**src/rtl/cpu_pkg.sv**
```systemverilog
// Shared types and encodings for the 16-bit register-file/ALU datapath and its controller.
package cpu_pkg;

    localparam int unsigned OPC_W   = 3;
    localparam int unsigned OP_W    = 2;
    localparam int unsigned IR_W    = OPC_W + OP_W;
    localparam int unsigned NSEL_W  = 3;
    localparam int unsigned VSEL_W  = 2;
    localparam int unsigned ALUOP_W = 2;

    typedef enum logic [2:0] {
        S_WAIT   = 3'd0,
        S_DECODE = 3'd1,
        S_WRIMM  = 3'd2,
        S_GETA   = 3'd3,
        S_GETB   = 3'd4,
        S_ALU    = 3'd5,
        S_WRREG  = 3'd6
    } state_t;

    localparam logic [OPC_W-1:0] OPC_MOV = 3'b110;
    localparam logic [OPC_W-1:0] OPC_ALU = 3'b101;

    localparam logic [OP_W-1:0] OP_MOVIMM = 2'b10;
    localparam logic [OP_W-1:0] OP_MOVREG = 2'b00;
    localparam logic [OP_W-1:0] OP_ADD    = 2'b00;
    localparam logic [OP_W-1:0] OP_CMP    = 2'b01;
    localparam logic [OP_W-1:0] OP_AND    = 2'b10;
    localparam logic [OP_W-1:0] OP_MVN    = 2'b11;

    localparam logic [NSEL_W-1:0] NSEL_NONE = 3'b000;
    localparam logic [NSEL_W-1:0] NSEL_RN   = 3'b001;
    localparam logic [NSEL_W-1:0] NSEL_RD   = 3'b010;
    localparam logic [NSEL_W-1:0] NSEL_RM   = 3'b100;

    localparam logic [VSEL_W-1:0] VSEL_C   = 2'b00;
    localparam logic [VSEL_W-1:0] VSEL_IMM = 2'b10;

    localparam logic [ALUOP_W-1:0] ALU_ADD = 2'b00;
    localparam logic [ALUOP_W-1:0] ALU_SUB = 2'b01;
    localparam logic [ALUOP_W-1:0] ALU_AND = 2'b10;
    localparam logic [ALUOP_W-1:0] ALU_NOT = 2'b11;

    typedef struct packed {
        logic is_movimm;
        logic is_movreg;
        logic is_mvn;
        logic is_cmp;
        logic is_alu3;
        logic illegal;
    } instr_class_t;

endpackage

```
**src/rtl/instr_class_decode.sv**
```systemverilog
// Maps the latched {opcode,op} to one-hot instruction class flags.
module instr_class_decode
    import cpu_pkg::*;
(
    input  logic [IR_W-1:0] ir_i,
    output instr_class_t    cls_c
);

    logic [OPC_W-1:0] opc;
    logic [OP_W-1:0]  op;

    assign opc = ir_i[IR_W-1:OP_W];
    assign op  = ir_i[OP_W-1:0];

    always_comb begin
        cls_c           = '0;
        cls_c.is_movimm = (opc == OPC_MOV) && (op == OP_MOVIMM);
        cls_c.is_movreg = (opc == OPC_MOV) && (op == OP_MOVREG);
        cls_c.is_mvn    = (opc == OPC_ALU) && (op == OP_MVN);
        cls_c.is_cmp    = (opc == OPC_ALU) && (op == OP_CMP);
        cls_c.is_alu3   = (opc == OPC_ALU) && ((op == OP_ADD) || (op == OP_AND));
        cls_c.illegal   = !(cls_c.is_movimm || cls_c.is_movreg || cls_c.is_mvn
                            || cls_c.is_cmp || cls_c.is_alu3);
    end

endmodule

```
**src/rtl/cpu_controller.sv**
```systemverilog
// Moore controller sequencing the register-file/ALU datapath one instruction at a time.
module cpu_controller
    import cpu_pkg::*;
(
    input  logic                 clk,
    input  logic                 reset_n,
    input  logic                 s,
    input  logic [OPC_W-1:0]     opcode,
    input  logic [OP_W-1:0]      op,
    output logic                 w,
    output logic [NSEL_W-1:0]    nsel,
    output logic [VSEL_W-1:0]    vsel,
    output logic                 write,
    output logic                 loada,
    output logic                 loadb,
    output logic                 loadc,
    output logic                 loads,
    output logic                 asel,
    output logic [ALUOP_W-1:0]   ALUop
);

    state_t              state_q, state_d;
    logic [IR_W-1:0]     ir_q, ir_d;
    instr_class_t        cls;

    logic                w_q, w_d;
    logic [NSEL_W-1:0]   nsel_q, nsel_d;
    logic [VSEL_W-1:0]   vsel_q, vsel_d;
    logic                write_q, write_d;
    logic                loada_q, loada_d;
    logic                loadb_q, loadb_d;
    logic                loadc_q, loadc_d;
    logic                loads_q, loads_d;
    logic                asel_q, asel_d;
    logic [ALUOP_W-1:0]  aluop_q, aluop_d;

    instr_class_decode u_decode (
        .ir_i  (ir_q),
        .cls_c (cls)
    );

    // Next state, then outputs decoded from the next state so they register in step with it.
    // ir_q is stable outside WAIT, so its class flags are valid for every state that uses them.
    always_comb begin
        state_d = state_q;
        ir_d    = ir_q;
        w_d     = 1'b0;
        nsel_d  = NSEL_NONE;
        vsel_d  = VSEL_C;
        write_d = 1'b0;
        loada_d = 1'b0;
        loadb_d = 1'b0;
        loadc_d = 1'b0;
        loads_d = 1'b0;
        asel_d  = 1'b0;
        aluop_d = ALU_ADD;

        case (state_q)
            S_WAIT: begin
                if (s) begin
                    ir_d    = {opcode, op};
                    state_d = S_DECODE;
                end
            end
            S_DECODE: begin
                if (cls.illegal)                       state_d = S_WAIT;
                else if (cls.is_movimm)                state_d = S_WRIMM;
                else if (cls.is_movreg || cls.is_mvn)  state_d = S_GETB;
                else if (cls.is_cmp || cls.is_alu3)    state_d = S_GETA;
                else                                   state_d = S_WAIT;
            end
            S_WRIMM: state_d = S_WAIT;
            S_GETA:  state_d = S_GETB;
            S_GETB:  state_d = S_ALU;
            S_ALU:   state_d = cls.is_cmp ? S_WAIT : S_WRREG;
            S_WRREG: state_d = S_WAIT;
            default: state_d = S_WAIT;
        endcase

        case (state_d)
            S_WAIT: w_d = 1'b1;
            S_WRIMM: begin
                nsel_d  = NSEL_RN;
                vsel_d  = VSEL_IMM;
                write_d = 1'b1;
            end
            S_GETA: begin
                nsel_d  = NSEL_RN;
                loada_d = 1'b1;
            end
            S_GETB: begin
                nsel_d  = NSEL_RM;
                loadb_d = 1'b1;
            end
            S_ALU: begin
                loadc_d = !cls.is_cmp;
                loads_d = cls.is_cmp;
                if (cls.is_movreg) begin
                    asel_d  = 1'b1;
                    aluop_d = ALU_ADD;
                end else if (cls.is_mvn) begin
                    asel_d  = 1'b1;
                    aluop_d = ALU_NOT;
                end else begin
                    aluop_d = ir_q[OP_W-1:0];
                end
            end
            S_WRREG: begin
                nsel_d  = NSEL_RD;
                vsel_d  = VSEL_C;
                write_d = 1'b1;
            end
            default: ;
        endcase
    end

    always_ff @(posedge clk or negedge reset_n) begin
        if (!reset_n) begin
            state_q <= S_WAIT;
            ir_q    <= '0;
            w_q     <= 1'b1;
            nsel_q  <= NSEL_NONE;
            vsel_q  <= VSEL_C;
            write_q <= 1'b0;
            loada_q <= 1'b0;
            loadb_q <= 1'b0;
            loadc_q <= 1'b0;
            loads_q <= 1'b0;
            asel_q  <= 1'b0;
            aluop_q <= ALU_ADD;
        end else begin
            state_q <= state_d;
            ir_q    <= ir_d;
            w_q     <= w_d;
            nsel_q  <= nsel_d;
            vsel_q  <= vsel_d;
            write_q <= write_d;
            loada_q <= loada_d;
            loadb_q <= loadb_d;
            loadc_q <= loadc_d;
            loads_q <= loads_d;
            asel_q  <= asel_d;
            aluop_q <= aluop_d;
        end
    end

    assign w     = w_q;
    assign nsel  = nsel_q;
    assign vsel  = vsel_q;
    assign write = write_q;
    assign loada = loada_q;
    assign loadb = loadb_q;
    assign loadc = loadc_q;
    assign loads = loads_q;
    assign asel  = asel_q;
    assign ALUop = aluop_q;

endmodule

```
**config.mk**
```make
export PLATFORM = sky130hd
export DESIGN_NAME = cpu_controller
export DESIGN_NICKNAME = d
export VERILOG_FILES = /design/src/rtl/cpu_pkg.sv /design/src/rtl/instr_class_decode.sv /design/src/rtl/cpu_controller.sv
export SDC_FILE = /design/constraint.sdc
export NUM_CORES = 1
export LEC_CHECK = 0
export CORE_MARGIN = 10
export CORE_UTILIZATION = 43
export DETAILED_ROUTE_END_ITERATION = 10
export PLACE_DENSITY = 0.83
export SYNTH_ARGS = -nofsm -noshare
export SYNTH_HDL_FRONTEND = slang
export SYNTH_HIERARCHICAL = 1
export SYNTH_SLANG_ARGS = --single-unit
export TNS_END_PERCENT = 10
```
**constraint.sdc**
```tcl
create_clock -name clk -period 1.9 [get_ports clk]
set_input_delay 0.19 -clock clk [delete_from_list [all_inputs] [get_ports clk]]
set_output_delay 0.19 -clock clk [all_outputs]
set_load 0.05 [all_outputs]
```
* Word level (Yosys, flattened, before mapping)
Cells that the tools add are included.
** Storage, ports and cells
- Input bits :: 8
- Output and inout port bits :: 14
- Register bits after elaboration :: 22
- Word-level logic and storage cells :: 66
** Cells by class
- Equal/unequal tests :: 14
- Reduce and logical (&&, ||, !) cells :: 19
- Multiplexer cells :: 21
** Operators with widths (number)
- 3-bit == test, second input constant :: 7
- 3-bit 2-to-1 mux :: 5
- 3-bit case mux with 5 select lines :: 1
- 2-bit 2-to-1 mux :: 5
- 3-bit by 2-bit == test with 1-bit output, second input constant :: 3
- 1-bit 2-to-1 mux :: 9
- 3-bit case mux with 3 select lines :: 1
- 1-bit logical OR :: 7
- 3-bit zero test :: 2
- 1-bit logical AND :: 5
- 2-bit == test, second input constant :: 2
- 2-bit OR reduction :: 2
- 3-bit by 1-bit == test with 1-bit output, second input constant :: 1
- 2-bit by 1-bit == test with 1-bit output, second input constant :: 1
- 2-bit zero test :: 1
- 2-bit AND reduction :: 1
- 1-bit zero test :: 1

* Logic depth before layout (Yosys ltp)
Gate-level depths: netlist (run 1).
- Word-level depth :: 12
- Gate-level depth with buffers :: 6
- Depth with buffers taken out :: 5

* By module
Netlist (run 1), hierarchy kept.
** Modules (own cells, without submodules)
- cpu_controller :: instances 1, cells an instance 68, area each 858.3 um2, seq. area each 501.7 um2
- instr_class_decode :: instances 1, cells an instance 10, area each 66.3 um2, seq. area each 0.0 um2

* Least setup slack after synthesis (run 1)
OpenSTA, ideal clock, no wires.
- Path kind :: register -> register
- Start point :: register ir_q[4]
- End point :: register vsel_q[1] (netlist: vsel[1])
- Setup slack :: 116 ps
- Arrival time :: 1662 ps
- Required time :: 1778 ps
- Clock period less this slack :: 1784 ps
- Setup time :: 122 ps
- Cell stages (with the launch flop) :: 7
- Path buffers :: 1
- Path through :: dfrtp_1 and4bb_1 and2_1 or2_1 buf_6 a211o_1 a2111oi_1
** RTL lines
- start, declared :: line cpu_controller.sv:23 : logic [IR_W-1:0] ir_q, ir_d;
- start signal, assigned :: line cpu_controller.sv:133 : ir_q <= ir_d;
- end signal, assigned :: line cpu_controller.sv:136 : vsel_q <= vsel_d;
- end, declared :: line cpu_controller.sv:28 : logic [VSEL_W-1:0] vsel_q, vsel_d;

==> run metrics, run 1 <==
Startpoint Class flop; Setup violations, final 0; DP HPWL 1470 microns; cells along the critical path and4bb_1 > and2_1 > or2_4 > a211o_1 > a2111oi_1; Yosys cell types 32; DR WL/cell 14.4 microns; die width 66.4 microns; Slew Limit Fails 0; clock skew around 0.0043 ns; Yosys top cell area share 51.4%; layout cells sized above 1 19.4%; status complete, no violations; synthesized instance count 78; fraction of synthesized area in multiplexers 7.31%; all-layer global routing usage 9.38%; WL final 1870 microns; cell accounting for the most synthesized area dfrtp_1; Synth Area in Adders 0%; Die H 66.4 microns; period utilisation layout 95.7%; hold_buf cts 0; Sw Ratio 30.3%; Slew Limit Headroom between 60 and 70%; pwr/cell area approximately 850 nW/um^2; synth-to-layout area growth 30.2%; Leak Pwr 0.000535 uW; initial drt markers 18; # diodes 0; register area share after synthesis 54.3%; clock root buffer clkbuf_4; DR pass1 iterations 4; gpl congestion 0.804; Initial Util 46.2%; DRC errors left 0; IO Count 22; maximum level of the CTS H-tree 1; share of power burned in combinational logic between 20% and 30%; syn nets 86; port bufs 20; Clk pwr share 23.7%; Min Clock Period, post-route around 1.8 ns; Yosys warning total 6; internal power between 700 and 800 uW; met3 track demand over resource around 2.9%; core area 2000 sq um; design area 1200 sq um; Synth Register Bits 20; Arrival @ worst endpoint 2.01 ns; Congestion Overflow GR 0; routing usage on met1 11.0%; ys async rst share 100%; FP Rows 16; number of enable flip-flop cells after synthesis 0; dominant cells by area after synthesis dfrtp_1 (51%), mux2_2 (6.1%), nor2_1 (4.1%), and2_1 (3.4%), dfstp_2 (2.8%); clock slew at reported path FFs 0.11 ns; Post-Syn Area 925 sq um; Fin. Hold Viols 0; CTS buffer count 3; NumNets Final 112; WP buf/inv 0; DP Area 1160 sq um; Compound-Gate Fraction of Synth Area 7.85%; Max IR drop VDD 0.000506 V; slowest CP cell dfrtp_1; PnR worst setup slack ~0.08 ns; Setup CP Type flop to flop; largest fanout on the critical path 5; unrepaired setup endpoints after global routing true; Switch Pwr 311 uW; critical path endpoint category flop; CP max stage delay 0.42 ns; initial antenna violation count 0; Max-cap violations 0; global-route layer with the greatest usage met2; Via density 5.21; DIE AREA 4400 sq um; share of total power in sequential cells 49.0%; post-synthesis simple-gate area fraction 26.0%; top_reg_cell synth dfrtp_1; pre-CTS WS 0.0997 ns; first-pass GRT wire length 3170 microns; final hold slack 0.215 ns; worst slew pin tran 0.527 ns; Routed Antenna Nets 0; worst min-delay path category input pin to async pin; fmax 0.550 GHz; vias 677; CTS sink count 20; Avg Inst Size Synth roughly 12 sq um; Req. time, crit path 2.09 ns; GR Layer Usage met2 14.5%; Crit path max-delay family simple AND/OR/NAND/NOR gates; Clock Path Buffers 2; CTS tree yes; vias in the first global route 667; XOR/XNOR Fraction of Synth Area 0%; largest net degree at the start of global routing 21; combinational family with the most area after synthesis simple AND/OR/NAND/NOR gates; clock latency on the worst-skew pair 0.30 ns
==> cell usage after synthesis, drive strengths merged (2+ instances only) <==
cell and count:
dfrtp 19, a21oi 3, or2 2, nor3 4
and2 5, inv 2, buf 4, nor2 10
mux2 6, and3 2, nor2b 3
==> cell type report <==
class	count	area (sq um)
clock buffer	4	36.3
multi-input combinational	52	387
sequential	20	502
timing repair buffer	25	238
tap	27	33.8
fill	171	798
inverter	2	7.51
==> registers in the layout, indices dropped and copies added (netlist names), 2 cells and up <==
register,cells
ALUop,2
ir_q,5
state_q,3
nsel,2
==> layout by cell type, fill, tap and decap left out, drive strengths merged, types with 2 or more instances in the layout <==
cell type / netlist / layout
clkdlybuf4s50: 0 / 20
or2: 2 / 2
nor2: 10 / 10
buf: 4 / 5
and2: 5 / 5
and3: 2 / 2
inv: 2 / 2
clkbuf: 0 / 4
nor3: 4 / 4
a21oi: 3 / 3
nor2b: 3 / 3
dfrtp: 19 / 19
mux2: 6 / 6
==> per-layer routing <==
layer	share of wire (%)	vias up
li1	-	319
met4	2.2	0
met2	49	25
met1	41	329
met5	0	-
met3	8.1	4
==> power groups by stage <==
stage                     Combinational (uW)  Clock (uW)  Sequential (uW)
after detailed placement                 278           0              512
after global placement                   272           0              507
after floorplan                          161           0              537
final                                    280         243              503
after CTS                                279         252              503
after global routing                     308         269              511
==> cell families (layout without fill, tap and decap cells) <==
| group | after synthesis | count (layout) |
|---|---|---|
| buffers and inverters | 6 | 31 |
| AO/OA/AOI/OAI | 10 | 10 |
| multiplexers | 6 | 6 |
| flip-flops | 20 | 20 |
| other | 1 | 1 |
| AND/OR/NAND/NOR | 35 | 35 |
==> final timing paths <==
check,cells after the start,endpoint,slack (ns),start
worst min-delay path,2,ALUop[1],0.22,reset_n
worst min register to register,1,ir_q[3],0.57,ir_q[3]
min in group clk,2,ir_q[2],0.49,opcode[0]
max in group asynchronous,2,w,1.42,reset_n
worst max-delay path,5,vsel[1],0.08,ir_q[3]
worst max register to register,5,vsel[1],0.08,ir_q[3]
==> worst reg2reg max path, stage by stage, from the launching register on <==
cell	delay, ns
dfrtp_1	0.42
and4bb_1	0.23
and2_1	0.19
or2_4	0.25
a211o_1	0.29
a2111oi_1	0.33
==> metrics by stage <==
stage               util (%)  TNS, ns  power (uW)  instances
global route            60.1   -0.136        1090        130
finish                  60.1        0        1030        130
detailed placement      58.2        0         789        126
CTS                     60.0        0        1030        130
floorplan                  -        0         698         78
global placement        58.2        0         779        126
==> repair_timing <==
item | 4_1_cts | 5_1_grt
endpoints found under the setup margin | 0 | 4
buffers inserted | 0 | 0
gates resized for setup | 0 | 1
Note: power is estimated with default switching activity, not from simulation.
==> run 2: changes to the inputs <==
- CORE_ASPECT_RATIO: unset -> 2
- CORE_UTILIZATION: 43 -> 30
- PLACE_DENSITY: 0.83 -> 0.65
==> run metrics, run 2 (same netlist as run 1, synthesis figures left out) <==
port bufs 20; CTS sink count 20; gpl congestion 0.800; initial antenna violation count 0; Min Clock Period, post-route 1.84 ns; # diodes 0; layout cells sized above 1 about a fifth; Setup violations, final 0; Die H 98.5 microns; Arrival @ worst endpoint between 1.5 and 2 ns; Leak Pwr 0.000533 uW; vias 661; dpl cells 127; Fin. Hold Viols 0; DR WL/cell around 14 microns; Routed Antenna Nets 0; CTS buffer count 3; DR pass1 iterations 2; Startpoint Class flop; Setup CP Type flop to flop; FF-to-FF End vsel[1]; initial drt markers 12; internal power 772 uW; Non-Filler Instances 131; clock skew 0.00152 ns; Worst Setup EP vsel[1]; post-CTS setup buffer count 0; fmax approximately 0.54 GHz; share of total power in sequential cells 47.0%; top flop regs ir_q x5, state_q x3; clock latency on the worst-skew pair about 0.25 ns; largest net degree at the start of global routing 21; CTS tree yes; most common cell after layout, fill and taps aside clkdlybuf4s50_1; clock root buffer clkbuf_8; max reg flops 5; pwr/cell area 895 nW/um^2; Via density 5.05; unrepaired setup endpoints after global routing true; crit path from ir_q[0]; clock slew at reported path FFs 0.07 ns; Sw Ratio 28.9%; reg2reg path depth 5; worst min-delay path category input pin to async pin; Clock Path Buffers 2; Final Core Density 40.8%; synth-to-layout area growth 31.3%; die width 59.3 microns; all-layer global routing usage between 6 and 7%; Final Power 1090 uW; commonest non-fill, non-tap cells in the layout clkdlybuf4s50_1 (20), dfrtp_1 (19), nor2_1 (9); Max IR drop VDD 0.000564 V; Req. time, crit path 2.02 ns; Congestion Overflow GR 0; DIE AREA 5840 sq um; Clk pwr share 29.2%; Switch Pwr around 310 uW; worst slew pin tran about 0.50 ns; NumNets Final 110; largest fanout on the critical path 5; first-pass GRT wire length 3130 microns; share of power burned in combinational logic 23.8%; period utilisation layout a little over nine tenths; fillers 287; Max-cap violations 0; Initial Util a little over 30%; core area 2980 sq um; critical path endpoint category flop; Slew Limit Fails 0; IO Count 22; FP Rows 28; Slew Limit Headroom 66.2%; WL final 1880 microns; Largest Register ir_q; status complete, no violations; worst r2r src ir_q[0]; Reg2Reg Setup Slack 0.06 ns; maximum level of the CTS H-tree 1; DRC errors left 0; vias in the first global route between 700 and 800
[run 2: cell types whose count changed in the layout (fill, tap and decap cells not counted)]
cell,change
buf_4,-2
clkbuf_4,-3
clkbuf_8,+3
nor2_1,-1
nor2_2,+1
[run 2: final cells by class]
| type | instances | area (sq um) | area share [%] |
|---|---|---|---|
| flip-flops and latches | 20 | 502 | 41.3 |
| multi-input cells | 52 | 389 | 32.1 |
| repair buffers | 23 | 223 | 18.4 |
| clock buffers | 4 | 55.1 | 4.54 |
| well taps | 30 | 37.5 | 3.09 |
| inverters | 2 | 7.51 | 0.619 |
[run 2: stage by stage]
| stage | setup TNS [ns] | instance area (sq um) | worst slack (ns) | hold WS [ns] |
|---|---|---|---|---|
| after floorplan | 0 | 925 | 0.116 | -0.106 |
| after global placement | 0 | 1150 | 0.0662 | 0.540 |
| after detailed placement | 0 | 1150 | 0.0510 | 0.549 |
| after CTS | 0 | 1210 | 0.0285 | 0.268 |
| after global routing | -0.228 | 1210 | -0.0909 | 0.285 |
| final | 0 | 1210 | 0.0570 | 0.262 |
[run 2: metal layers]
layer	wire, microns	vias to the layer above	part of all wire, %	global-route usage, %
li1	-	315	-	-
met1	628	324	33	5.55
met2	1110	18	59	13.1
met3	101	4	5.4	1.41
met4	41	0	2.2	4.26
met5	0	-	0	0
[run 2: how the worst min path moves through the flow]
stage / from / end / slack [ns] / cells past startpoint
4_1_cts: reset_n / ir_q[4] / 0.27 / 2
3_3_place_gp: ir_q[3] / ir_q[3] / 0.54 / 1
5_1_grt: reset_n / state_q[1] / 0.28 / 2
6_report: reset_n / state_q[1] / 0.26 / 2
3_5_place_dp: reset_n / state_q[1] / 0.55 / 2
2_1_floorplan: reset_n / ALUop[0] / -0.11 / 0
[run 2: worst max-delay path, stage by stage (launching register included)]
cell       delay [ns]
dfrtp_1          0.41
and4bb_1         0.31
a21oi_1          0.08
or4b_4           0.55
nor4_4           0.26
a2111oi_1        0.10
[run 2: power by group through the flow]
stage / logic (uW) / clock network (uW) / registers [uW]
global route: 286 / 349 / 515
CTS: 258 / 330 / 510
floorplan: 161 / 0 / 537
detailed placement: 257 / 0 / 518
global placement: 253 / 0 / 515
finish: 259 / 317 / 510
[run 2: repair_timing]
action	in CTS	in global routing
hold buffers	0	0
resized for setup	0	2
endpoints found under the setup margin	0	4
==> run 3: changes to the inputs <==
--- a/config.mk
+++ b/config.mk
@@ -11,4 +11,5 @@
 export DETAILED_ROUTE_END_ITERATION = 10
 export PLACE_DENSITY = 0.65
+export SLEW_MARGIN = 20
 export SYNTH_ARGS = -nofsm -noshare
 export SYNTH_HDL_FRONTEND = slang
==> constraint.sdc (replaced) <==
create_clock -name clk -period 1.9 [get_ports clk]
set_input_delay 0.285 -clock clk [delete_from_list [all_inputs] [get_ports clk]]
set_output_delay 0.285 -clock clk [all_outputs]
set_load 0.05 [all_outputs]
==> run metrics, run 3 (same netlist as run 1, synthesis figures left out) <==
fmax 0.536 GHz; Max-cap violations 0; pwr/cell area 895 nW/um^2; worst min-delay path category input pin to async pin; DR WL/cell 14.2 microns; Fin. Hold Viols 0; Post-Route M1 WL between 600 and 700 microns; CTS tree yes; clock slew at reported path FFs 0.07 ns; post-CTS setup buffer count 0; port bufs 20; Req. time, crit path between 2 and 2.5 ns; Final Core Density 40.6%; DIE AREA 5840 sq um; IO Count 22; largest net degree at the start of global routing 21; clock skew 0.00243 ns; Startpoint Class flop; period utilisation layout roughly 100%; FP Rows 28; die width 59.3 microns; gpl congestion 0.800; Routed met2 length 1080 microns; Die H 98.5 microns; commonest non-fill, non-tap cells in the layout dfrtp_1 (19), clkdlybuf4s50_1 (19), nor2_1 (10); final hold slack approximately 0.35 ns; top sig layer met4; DR pass1 iterations 4; # diodes 0; fillers 284; CTS sink count 20; initial drt markers 15; Arrival @ worst endpoint 2.00 ns; CTS buffer count 3; WL final 1860 microns; layout cells sized above 1 18.8%; maximum level of the CTS H-tree 1; status complete, no violations; setup TNS 0 ns; largest fanout on the critical path 5; Clock Path Buffers 2; initial antenna violation count 0; Largest Register ir_q; NumNets Final 110; top flop regs ir_q x5, state_q x3; synth-to-layout area growth 30.7%; DP HPWL 1540 microns; core area approximately 3000 sq um; max reg flops 5; Congestion Overflow GR 0; DRC errors left 0; Slew Limit Fails 0; worst slew pin tran 0.511 ns; Max IR drop VDD 0.000695 V; Setup CP Type flop to flop; vias approximately 660; critical path endpoint category flop; all-layer global routing usage ~6.8%; vias in the first global route 696; clock root buffer clkbuf_8; Setup violations, final 0; met3 WL between 100 and 150 microns; Routed Antenna Nets 0; Initial Util approximately 31%; unrepaired setup endpoints after global routing true; Leak Pwr 0.000534 uW; clock latency on the worst-skew pair 0.26 ns; Min Clock Period, post-route 1.87 ns; Via density 5.02; Slew Limit Headroom 65.8%; first-pass GRT wire length 3160 microns
==> run 3: where the power goes <==
group / total, uW / switching, uW / internal, uW / leakage [uW]
Combinational: 256 / 137 / 119 / 0.000243
Sequential: 509 / 41.8 / 467 / 0.000263
Clock: 316 / 132 / 184 / 0.0000288
==> run 3: final timing paths <==
kind | depth (start not counted) | slack, ns | to | startpoint
min | 2 | 0.35 | state_q[1] | reset_n
max | 5 | 0.03 | vsel[1] | ir_q[3]
min in group clk | 1 | 0.57 | ir_q[3] | ir_q[3]
min reg2reg | 1 | 0.57 | ir_q[3] | ir_q[3]
max in group asynchronous | 2 | 1.28 | w | reset_n
max reg2reg | 5 | 0.03 | vsel[1] | ir_q[3]
==> run 3: critical path, cell delays in order (launching register included) <==
cell       delay, ns
dfrtp_1         0.41
nand4b_1        0.19
nor2_1          0.29
a21oi_1         0.11
mux2_1          0.33
a2111oi_1       0.41
==> run 3: metal layers <==
layer  vias to the layer above  track usage [%]
met5                         -                0
met4                         0             3.73
met3                         4             1.41
met2                        17             12.7
met1                       319             6.16
li1                        318                -
==> run 3: layout make-up <==
cell class,count,area [sq um],area share (%)
flip-flops and latches,20,502,41.5
multi-input cells,52,387,32.0
repair buffers,23,220,18.2
clock buffers,4,55.1,4.55
well taps,30,37.5,3.11
inverters,2,7.51,0.621
==> run 3: stage by stage <==
step                cell area, sq um  std cells  worst slack, ns  power, uW
floorplan                        925         78            0.116        698
global placement                1150        127           0.0661        766
detailed placement              1150        127           0.0512        773
CTS                             1210        131           0.0376       1090
global route                    1210        131          -0.0808       1150
finish                          1210        131           0.0327       1080
==> run 3: repair_timing <==
item                                    CTS  global route
hold buffers                              0             0
resized for setup                         0             1
endpoints found under the setup margin    0             4
